File: config.mk
export PLATFORM = sky130hd
export DESIGN_NAME = prop_monitor
export DESIGN_NICKNAME = d
export VERILOG_FILES = /design/src/rtl/prop_monitor.sv
export SDC_FILE = /design/constraint.sdc
export NUM_CORES = 1
export LEC_CHECK = 0
export CORE_MARGIN = 2
export CORE_UTILIZATION = 40
export DETAILED_ROUTE_END_ITERATION = 6
export GPL_ROUTABILITY_DRIVEN = 0
export PLACE_DENSITY = 0.75
export SLEW_MARGIN = 20
export SYNTH_ARGS = -nofsm -noshare
export SYNTH_HDL_FRONTEND = slang
export SYNTH_SLANG_ARGS = --single-unit
export TNS_END_PERCENT = 1
File: constraint.sdc
create_clock -name clk -period 2.45 [get_ports clk]
set_input_delay 0.6125 -clock clk [delete_from_list [all_inputs] [get_ports clk]]
set_output_delay 0.6125 -clock clk [all_outputs]
set_load 0.005 [all_outputs]
File: src/rtl/prop_monitor.sv
// Protocol/property monitor: four concurrent checks (enable rule, delayed implication,
// data range, a-c-b-!d sequence) with strobes, sticky flags, saturating count and first-error capture.
module prop_monitor #(
    parameter int N_EN     = 2,
    parameter int EN_MODE  = 0,
    parameter int DELAY    = 2,
    parameter int DATA_W   = 8,
    parameter int DATA_MAX = 200,
    parameter int CNT_W    = 8
) (
    input  logic              clk,
    input  logic              reset_n,
    input  logic              disable_chk,
    input  logic              clear,
    input  logic [N_EN-1:0]   en,
    input  logic              a,
    input  logic              b,
    input  logic              c,
    input  logic              d,
    input  logic [DATA_W-1:0] data,
    output logic [3:0]        err_pulse,
    output logic [3:0]        err_flags,
    output logic [CNT_W-1:0]  err_cnt,
    output logic [1:0]        first_err,
    output logic              first_valid
);

    localparam logic [DATA_W-1:0] DMAX    = DATA_W'(DATA_MAX);
    localparam logic [CNT_W+2:0]  CNT_TOP = {3'b000, {CNT_W{1'b1}}};

    logic [DELAY-1:0] oblig;
    logic [DELAY-1:0] oblig_nxt;
    logic             seq_s1;
    logic             seq_s2;
    logic             seq_s3;
    logic [3:0]       viol;
    logic             en_bad;
    logic [2:0]       n_viol;
    logic [CNT_W+2:0] cnt_sum;
    logic [CNT_W-1:0] cnt_nxt;
    logic [1:0]       first_idx;

    always_comb begin
        if (EN_MODE == 0) en_bad = (en == '0);
        else              en_bad = ($countones(en) != 1);
    end

    always_comb begin
        viol    = 4'b0000;
        viol[0] = en_bad;
        viol[1] = oblig[DELAY-1] && !c;
        viol[2] = (data > DMAX);
        viol[3] = seq_s3 && !d;
        if (disable_chk) viol = 4'b0000;
    end

    // obligation pipeline: bit i holds an arming made i+1 edges ago
    always_comb begin
        oblig_nxt    = '0;
        oblig_nxt[0] = a && !b;
        for (int i = 1; i < DELAY; i++) oblig_nxt[i] = oblig[i-1];
        if (disable_chk) oblig_nxt = '0;
    end

    always_comb begin
        n_viol  = {2'b00, viol[0]} + {2'b00, viol[1]} + {2'b00, viol[2]} + {2'b00, viol[3]};
        cnt_sum = {3'b000, err_cnt} + {{CNT_W{1'b0}}, n_viol};
        cnt_nxt = (cnt_sum > CNT_TOP) ? {CNT_W{1'b1}} : cnt_sum[CNT_W-1:0];
    end

    always_comb begin
        if (viol[0])      first_idx = 2'd0;
        else if (viol[1]) first_idx = 2'd1;
        else if (viol[2]) first_idx = 2'd2;
        else              first_idx = 2'd3;
    end

    always_ff @(posedge clk or negedge reset_n) begin
        if (!reset_n) begin
            oblig  <= '0;
            seq_s1 <= 1'b0;
            seq_s2 <= 1'b0;
            seq_s3 <= 1'b0;
        end else begin
            oblig <= oblig_nxt;
            if (disable_chk) begin
                seq_s1 <= 1'b0;
                seq_s2 <= 1'b0;
                seq_s3 <= 1'b0;
            end else begin
                seq_s1 <= a;
                seq_s2 <= seq_s1 && c;
                seq_s3 <= seq_s2 && b;
            end
        end
    end

    // clear wins over this edge's violations for the sticky status, but not for the strobe
    always_ff @(posedge clk or negedge reset_n) begin
        if (!reset_n) begin
            err_pulse   <= 4'b0000;
            err_flags   <= 4'b0000;
            err_cnt     <= '0;
            first_err   <= 2'd0;
            first_valid <= 1'b0;
        end else begin
            err_pulse <= viol;
            if (clear) begin
                err_flags   <= 4'b0000;
                err_cnt     <= '0;
                first_err   <= 2'd0;
                first_valid <= 1'b0;
            end else begin
                err_flags <= err_flags | viol;
                err_cnt   <= cnt_nxt;
                if (!first_valid && (viol != 4'b0000)) begin
                    first_err   <= first_idx;
                    first_valid <= 1'b1;
                end
            end
        end
    end

endmodule

==> metrics.md <==
| Metric | Value |
|---|---|
| Port bufs | 36 |
| Post-route ant nets | 0 |
| Wirelength per Cell | 16.5 um |
| Max Buffers Root-to-Sink | 2 |
| Initial antenna violation count | 0 |
| DRC viols | 0 |
| Top layer in use | met4 |
| Post-route met1 wirelength | 1.27 mm |
| Slowest stage cell, crit path | fa_1 |
| Tot Pwr | 725 uW |
| Post-synthesis adder-cell area fraction | 6.74% |
| Outcome | finished, violations left |
| Worst Path Required | 2.70 ns |
| Top Family by Delay on Critical Path | adder cells |
| Rel. slew slack | 76.7% |
| Yosys cell types | 28 |
| Worst Max-Slew Pin Slew | 0.349 ns |
| # rows | 18 |
| Crit Path Category | in2reg |
| Critical Path Fanout Max | 6 |
| Fin Setup TNS | -1.74 ns |
| Final-layout fill cell count | 171 |
| Final WL | 3.17 mm |
| Hold Crit Start | oblig[0] |
| Clock slew at reported path FFs | 0.11 ns |
| H-Tree Depth | 1 |
| Area growth from synthesis to layout | 69.7% |
| Number of buffers created by CTS | 3 |
| Mux contribution to synthesized area | 0% |
| Post-synthesis sequential area ratio | 55.7% |
| Arrival time worst endpoint | 2.94 ns |
| Final period util | 110% |
| Setup crit start | data[0] |
| Max Cap Violations | 0 |
| Die H | 55.9 um |
| Setup-failing EPs final | 8 |
| Clock skew | 0.0132 ns |
| Largest family of logic cells by synthesized area | simple AND/OR/NAND/NOR gates |
| RR Startpoint | err_cnt[0] |
| Commonest non-fill, non-tap cell in the layout | clkdlybuf4s50_1 |
| Met2 wire length | 1.78 mm |
| Leakage | 0.000829 uW |
| Most frequent CP cell | inv_2 |
| Failing checks | setup timing |
| Crit path time final | 2.69 ns |
| Crit-path cells | buf_6 > nor3_4 > nand2_2 > nand2_2 > inv_2 > fa_1 > inv_2 > fa_2 > inv_2 > fa_2 > and3_4 > and3_4 > nand3_4 > a21oi_2 |
| Hpwl dp | 1.84 mm |
| Most frequent cells in the layout | clkdlybuf4s50_1 (25), dfrtp_1 (24), buf_4 (19), buf_6 (14), nor2_1 (13) |
| Synth warnings | 0 |
| Vias/cell | 4.99 |
| Share of cells above drive strength 1 | 45.7% |
| Worst setup SP type | primary input |
| Final Hold Vio Count | 0 |
| First-pass GRT wire length | 4.90 mm |
| CTS tree | done |
| Post-Syn Area | 0.00108 mm2 |
| Worst path bufs/invs | 4 |
| Seq cells post-synth | 24 |
| Core area | 0.00252 mm2 |
| RSZ-0062 raised after global routing | yes |
| Synth Area in Compound Gates | 10.8% |
| Peak per-stage delay on the critical path | 0.50 ns |
| Die W | 55.9 um |
| Pwr Density | 396 mW/mm2 |
| Hold/Removal Path Class | reg2reg |
| Overflow after GRT | 0 |
| Share of synthesized cell area in and, or, nand and nor gates | 20.7% |
| I/O pin count | 37 |
| Drt first pass iters | 4 |
| XOR/XNOR Fraction of Synth Area | 3.25% |
| Starting density of the core | 42.7% |
| ANT cells | 0 |
| Max VDD drop | 0.290 mV |
| Layout Nets | 186 |
| Clk_lat worst skew | 0.32 ns |
| Synth Instances | 95 |
| Initial DRC count | 20 |
| Met3 wire len | 74 um |
| Die area | 0.00312 mm2 |
| Final worst slack | -0.245 ns |
| Max Fclk | 371 MHz |
| Final Max Tran Viols | 0 |
| Worst setup EP type | flip-flop |
| Synthesized Nets | 117 |
| Vias | 959 |
| Clock Sinks | 24 |
| Largest net degree at the start of global routing | 25 |
| Clk Tree Root Cell | clkbuf_4 |
| Fin Hold WS | 0.479 ns |
| Post-Syn Area per Cell | 11.3 um2 |
| Vias in the first global route | 1035 |
| Global-route usage over all layers | 20.7% |
synthesized netlist by cell type:
cell type	n	area [um2]
a211oi_1	1	7.51
nor2b_1	3	18.8
nand2_1	4	15.0
and2b_2	2	17.5
o21ai_0	1	5.00
and3b_2	2	20.0
xnor2_1	2	17.5
and3_1	2	12.5
inv_1	6	22.5
or3_4	1	11.3
nor2_2	1	6.26
o2111ai_1	1	8.76
o32ai_2	2	32.5
ha_1	1	12.5
dfrtp_1	24	601
nand3_2	1	10.0
fa_1	3	60.1
a21oi_1	9	45.0
xor2_1	2	17.5
or2_1	1	6.26
a21oi_2	2	17.5
and3b_1	1	8.76
or3b_4	1	11.3
nor2_1	14	52.6
inv_2	1	3.75
clkbuf_1	1	3.75
nor3_1	4	20.0
nand2b_1	2	12.5
path summary, 6_finish.rpt:
| path | end | slack [ns] | cells after the start |
|---|---|---|---|
| max in group asynchronous | err_cnt[3] | 1.57 | 2 |
| max reg2reg | err_cnt[4] | 0.04 | 9 |
| min | oblig[1] | 0.48 | 1 |
| min reg2reg | oblig[1] | 0.48 | 1 |
| min in group asynchronous | err_cnt[1] | 0.63 | 2 |
| max | err_cnt[4] | -0.24 | 14 |
metal layers:
metal	vias to the layer above	GRT usage, %
met1	483	22.8
li1	450	-
met3	5	4.42
met2	21	36.4
met4	0	12.2
met5	-	0
registers in the layout (all words and copies together), names as in the netlist:
| signal | cells |
|---|---|
| err_cnt | 8 |
| err_flags | 4 |
| err_pulse | 4 |
| first_err | 2 |
| oblig | 2 |
| first_valid | 1 |
| seq_s1 | 1 |
| seq_s2 | 1 |
| seq_s3 | 1 |
layout make-up:
cell class / count / area (um2) / share of cell area (%)
Sequential cell: 24 / 601 / 32.9
Clock buffer: 3 / 22.5 / 1.23
Inverter: 7 / 26.3 / 1.44
Tap cell: 30 / 37.5 / 2.05
Multi-Input combinational cell: 63 / 546 / 29.8
Timing Repair Buffer: 65 / 596 / 32.6
cell families (layout without fill, tap and decap cells):
logic type,after synthesis,count (layout)
adders and majority gates,4,4
AOI/OAI and AO/OA,16,16
buffers and inverters,8,75
and+or+nand+nor,39,39
xor gates and xnor gates,4,4
DFF,24,24
timing repair:
action | in CTS | in global routing
hold buffers | 0 | 0
setup endpoints to repair | 8 | 11
pin swaps | 18 | 12
gates cloned | 0 | 0
setup buffers | 15 | 6
gates resized for setup | 52 | 20
endpoints found under the hold margin | 0 | 0
through the flow:
| step | worst slack, ns | instance area, um2 | std cells | util, % |
|---|---|---|---|---|
| after global placement | -0.967 | 1550 | 170 | 61.6 |
| final | -0.245 | 1830 | 192 | 72.5 |
| after CTS | -0.303 | 1720 | 188 | 68.1 |
| after detailed placement | -1.10 | 1550 | 170 | 61.6 |
| after global routing | -0.309 | 1830 | 192 | 72.5 |
| after floorplan | -0.418 | 1080 | 95 | - |
power breakdown:
| part | switching (uW) | internal, uW |
|---|---|---|
| Combinational | 60.3 | 77.6 |
| Clock | 112 | 57.7 |
| Sequential | 8.71 | 408 |
| Total | 181 | 544 |
No activity file was read; power rests on OpenSTA's default activity.
